**config.mk**
```make
export PLATFORM = sky130hd
export DESIGN_NAME = sleep_mode_ctrl
export DESIGN_NICKNAME = d
export VERILOG_FILES = /design/src/rtl/sleep_mode_ctrl.sv
export SDC_FILE = /design/constraint.sdc
export NUM_CORES = 1
export LEC_CHECK = 0
export ABC_AREA = 1
export CAP_MARGIN = 10
export CORE_MARGIN = 8
export CORE_UTILIZATION = 50
export CTS_CLUSTER_SIZE = 10
export DETAILED_ROUTE_END_ITERATION = 10
export GPL_TIMING_DRIVEN = 0
export PLACE_DENSITY = 0.93
export SLEW_MARGIN = 20
export SYNTH_ARGS = -nofsm -noshare
export SYNTH_HDL_FRONTEND = slang
export SYNTH_SLANG_ARGS = --single-unit
```
**constraint.sdc**
```tcl
create_clock -name clk -period 2.65 [get_ports clk]
set_input_delay 0.795 -clock clk [delete_from_list [all_inputs] [get_ports clk]]
set_output_delay 0.795 -clock clk [all_outputs]
set_load 0.005 [all_outputs]
```
**src/rtl/sleep_mode_ctrl.sv**
```systemverilog
// Air cleaner mode sequencer: key decode, fan level, sleep-timer presets and start/expiry.
// Optional buzzer: define BEEP_EN to drive beep for BEEP_CYCLES after each accepted action.
module sleep_mode_ctrl #(
   parameter logic [7:0]  DEF_MIN     = 8'd30,
   parameter logic [7:0]  MIN_STEP    = 8'd10,
   parameter logic [7:0]  MIN_MAX     = 8'd90,
   parameter logic [23:0] BEEP_CYCLES = 24'd5_000_000
) (
   input  logic       clk,
   input  logic       rst_n,
   input  logic       key_power,
   input  logic       key_mode,
   input  logic       key_timer,
   input  logic       key_start,
   input  logic       sleep_flag,
   output logic [7:0] min_counter,
   output logic [7:0] sec_counter,
   output logic       count_begin,
   output logic [1:0] fan_level,
   output logic [2:0] ctrl_state,
   output logic       beep
);

   typedef enum logic [2:0] {
      S_OFF   = 3'd0,
      S_RUN   = 3'd1,
      S_SET   = 3'd2,
      S_COUNT = 3'd3,
      S_SLEEP = 3'd4
   } state_t;

   state_t     state_q, state_d;
   logic [1:0] fan_q, fan_d, saved_q, saved_d;
   logic [7:0] min_q, min_d, sec_q, sec_d;
   logic       cb_q, cb_d;
   logic       evt_d;
   logic [1:0] fan_step;
   logic [7:0] min_sum;

   assign fan_step = (fan_q == 2'd3) ? 2'd1 : fan_q + 2'd1;
   assign min_sum  = min_q + MIN_STEP;

   always_ff @(posedge clk or negedge rst_n) begin
      if (!rst_n) begin
         state_q <= S_OFF;
         fan_q   <= 2'd0;
         saved_q <= 2'd1;
         min_q   <= DEF_MIN;
         sec_q   <= 8'd0;
         cb_q    <= 1'b0;
      end else begin
         state_q <= state_d;
         fan_q   <= fan_d;
         saved_q <= saved_d;
         min_q   <= min_d;
         sec_q   <= sec_d;
         cb_q    <= cb_d;
      end
   end

   // The highest pressed key claims the cycle even if this state ignores it.
   always_comb begin
      state_d = state_q;
      fan_d   = fan_q;
      saved_d = saved_q;
      min_d   = min_q;
      sec_d   = sec_q;
      cb_d    = cb_q;
      evt_d   = 1'b0;
      case (state_q)
         S_OFF, S_SLEEP: begin
            fan_d = 2'd0;
            cb_d  = 1'b0;
            if (key_power) begin
               state_d = S_RUN;
               fan_d   = saved_q;
               evt_d   = 1'b1;
            end
         end
         S_RUN, S_SET, S_COUNT: begin
            if (key_power) begin
               state_d = S_OFF;
               fan_d   = 2'd0;
               cb_d    = 1'b0;
               evt_d   = 1'b1;
            end else if (key_start) begin
               if (state_q == S_SET) begin
                  state_d = S_COUNT;
                  cb_d    = 1'b1;
                  evt_d   = 1'b1;
               end
            end else if (key_timer) begin
               evt_d = 1'b1;
               if (state_q == S_RUN) begin
                  state_d = S_SET;
                  min_d   = DEF_MIN;
                  sec_d   = 8'd0;
               end else if (state_q == S_SET) begin
                  min_d = (min_sum > MIN_MAX) ? MIN_STEP : min_sum;
               end else begin
                  state_d = S_RUN;
                  cb_d    = 1'b0;
               end
            end else if (key_mode) begin
               fan_d   = fan_step;
               saved_d = fan_step;
               evt_d   = 1'b1;
            end else if (sleep_flag && state_q == S_COUNT) begin
               state_d = S_SLEEP;
               fan_d   = 2'd0;
               cb_d    = 1'b0;
               evt_d   = 1'b1;
            end
         end
         default: begin
            state_d = S_OFF;
            fan_d   = 2'd0;
            cb_d    = 1'b0;
         end
      endcase
   end

   assign ctrl_state  = state_q;
   assign fan_level   = fan_q;
   assign min_counter = min_q;
   assign sec_counter = sec_q;
   assign count_begin = cb_q;

`ifdef BEEP_EN
   logic [23:0] beep_cnt;
   logic        beep_q;

   // Counter holds remaining length; beep_q stays high while more than one cycle is left.
   always_ff @(posedge clk or negedge rst_n) begin
      if (!rst_n) begin
         beep_cnt <= 24'd0;
         beep_q   <= 1'b0;
      end else if (evt_d) begin
         beep_cnt <= BEEP_CYCLES;
         beep_q   <= 1'b1;
      end else begin
         if (beep_cnt != 24'd0) beep_cnt <= beep_cnt - 24'd1;
         beep_q <= (beep_cnt > 24'd1);
      end
   end

   assign beep = beep_q;
`else
   wire unused_beep = &{1'b0, BEEP_CYCLES, evt_d};
   assign beep = 1'b0;
`endif

endmodule

```
==> results.md <==
* CP Max Fanout at 5
* Most common flop cell mapped by yosys: dfrtp_1
* Maxcap violations at 0
* Sequential fraction of the synthesis area at 35.4%
* RSZ-0062 raised after global routing: false
* Area Overhead vs Synth at 26.5%
* First-pass GRT wire length at 4040 um
* Max VDD drop at 604 uV
* Core area at 0.00213 mm^2
* Area contributors post-synth: dfrtp_1 (23%), dfstp_2 (12%), nand2_1 (12%)
* Full die area at 0.00390 mm^2
* Fin Setup TNS at 0 ns
* Worst path max stage delay at 0.58 ns
* Post-synthesis cell count at 148
* IO Count at 30
* Largest net degree at the start of global routing at 16
* Critical Path RT at 1.86 ns
* Clock Skew at 0.00704 ns
* RD Place Congestion at 0.898
* Skew-Pair Late Insertion Delay at 0.28 ns
* Post-DP Area at 0.00134 mm^2
* Status: finished clean
* Delay-heaviest family, CP: flip-flops
* Post-Route WL at 2260 um
* CP Launch Type: flop
* Synth unique cells at 29
* Most common cell in the netlist: nand2_1
* Routed met3 length at 141 um
* Slew headroom at 55.1%
* Crit path max-delay cell type: dfstp_2
* Placed insts at 204
* #FFs+latches synth at 15
* Cts hold-fix bufs at 0
* DR iter-0 viols at 26
* Htree depth at 1
* Hold depth at 2
* Worst Tran Pin Value at 0.671 ns
* Critical R2R Launch: min_counter[1]
* Critical path arrival at 1.37 ns
* Top post-synthesis cells by count: nand2_1 (34), inv_1 (23), nand3_1 (15), buf_4 (10), dfrtp_1 (10)
* Nets at 190
* Vias in the first global route at 1010
* Critical R2R Capture: min_counter[3]
* Area leader, netlist: dfrtp_1
* DRT Pass-1 Iters at 4
* Vias per inst at 4.82
* FF-to-FF setup slack at 0.90 ns
* Max clock buf depth at 2
* Top-area cell type share of the netlist area at 23.2%
* Critical-path cell list: clkdlybuf4s50_1
* Antenna Nets Post-Route at 0
* Final Hold Vio Count at 0
* M1 wire length at 1020 um
* Die Ht at 62.4 um
* Crit path time final at 2.17 ns
* Crit path capture: min_counter[1]
* Cell Area, Synth at 0.00108 mm^2
* Final count of pins violating max slew at 0
* Final setup viols at 0
* Fin cells at 208
* Met2 WL at 1080 um
* Layout Cell Area excl Fill at 0.00136 mm^2
* Share of cells above drive strength 1 at 19.4%
* Initial antenna violation count at 0
* DPL Wire Length at 1840 um
* Critical Path Source: min_counter[1]
* Post-cts resize count at 0
* Avg Cell Area, Syn at 7.28 um^2
* Worst Hold Class: flop to flop
* PD cells at 962 mW/mm^2
* Highest routed layer: met4
* Crit path kind: flop to primary output
* Cells on worst reg2reg path at 8
* DR DRC count at 0
* Yosys warns at 0
* Drt wl/cell at 10.9 um
* Clk root buf: clkbuf_4
* ANT cells at 0
* Rows at 17
* Total grt overflow at 0
* Worst Hold Margin at 0.481 ns
* Critical Path Stages at 1
* CTS clk-pin slew, worst paths at 0.09 ns
* Leak pwr at 0.720 nW
* Clk sinks at 15
* Num CTS Buffers at 3
* Port bufs at 19
* CP endpoint kind: primary output
* Fmax at 461 MHz
* Chip Width at 62.4 um
* Period utilisation layout at 81.9%
* Final core occ at 64.1%
* FFs w/ async S/R, synth at 100%
* Starting density of the core at 50.6%
* Total GRT Usage at 11.9%
* Post-synth EDFFs at 0
* Crit path buf inv count at 1
* Detailed-route via count at 1003
* Post-CTS repair timing setup buffer count at 0
* CTS tree: done
## cell families after synthesis
kind of cell | share of synthesized area, %
simple gates | 36.2
buf+inv | 16.7
compound gates | 8.13
flops | 35.4
fa+ha+maj | 2.32
xor+xnor | 0.813
other cells | 0.348
## state kept, by name, summed over array words and instances (netlist names)
signal,cells
ctrl_state,3
min_counter,7
saved_q,2
count_begin,1
fan_level,2
## how the worst min path moves through the flow
stage	from	endpoint	slack (ns)
2_1_floorplan	count_begin	count_begin	0.46
3_3_place_gp	count_begin	count_begin	0.46
3_5_place_dp	count_begin	count_begin	0.47
4_1_cts	count_begin	count_begin	0.49
5_1_grt	count_begin	count_begin	0.51
6_report	count_begin	count_begin	0.48
## layout by cell type, fill, tap and decap left out, drive strengths merged
master	n
nor2	14
xor2	1
ha	2
clkbuf	4
nor3	2
or2	1
clkdlybuf4s50	19
dfrtp	10
dfstp	5
nand4	2
buf	11
o21a	1
nand3b	3
o211ai	1
conb	10
nand3	15
a21oi	2
o31ai	1
nand2	40
o22ai	4
o21ai	6
inv	26
## power by group
part	total (W)	internal, W	switching, W
registers	0.000431	0.000347	0.0000838
clock network	0.000128	0.0000583	0.0000699
logic	0.000752	0.000348	0.000404
## through the flow
step / setup slack (ns) / power [W]
after floorplan: 1.02 / 0.000902
after global placement: 0.303 / 0.00115
after detailed placement: 0.264 / 0.00118
after CTS: 0.468 / 0.00131
after global routing: 0.434 / 0.00144
final: 0.480 / 0.00131
## cell type report
class,instances,area [um^2]
plain buffers,11,80.1
clock buffers,4,26.3
fillers,199,764
inverters,26,100
multi-input cells,105,549
flip-flops and latches,15,382
well taps,28,35.0
repair buffers,19,190
## routing by layer
layer	vias up	global-route usage [%]
li1	519	-
met1	447	13.4
met2	33	20.2
met3	4	3.23
met4	0	5.98
met5	-	0
Note: power is estimated with default switching activity, not from simulation.
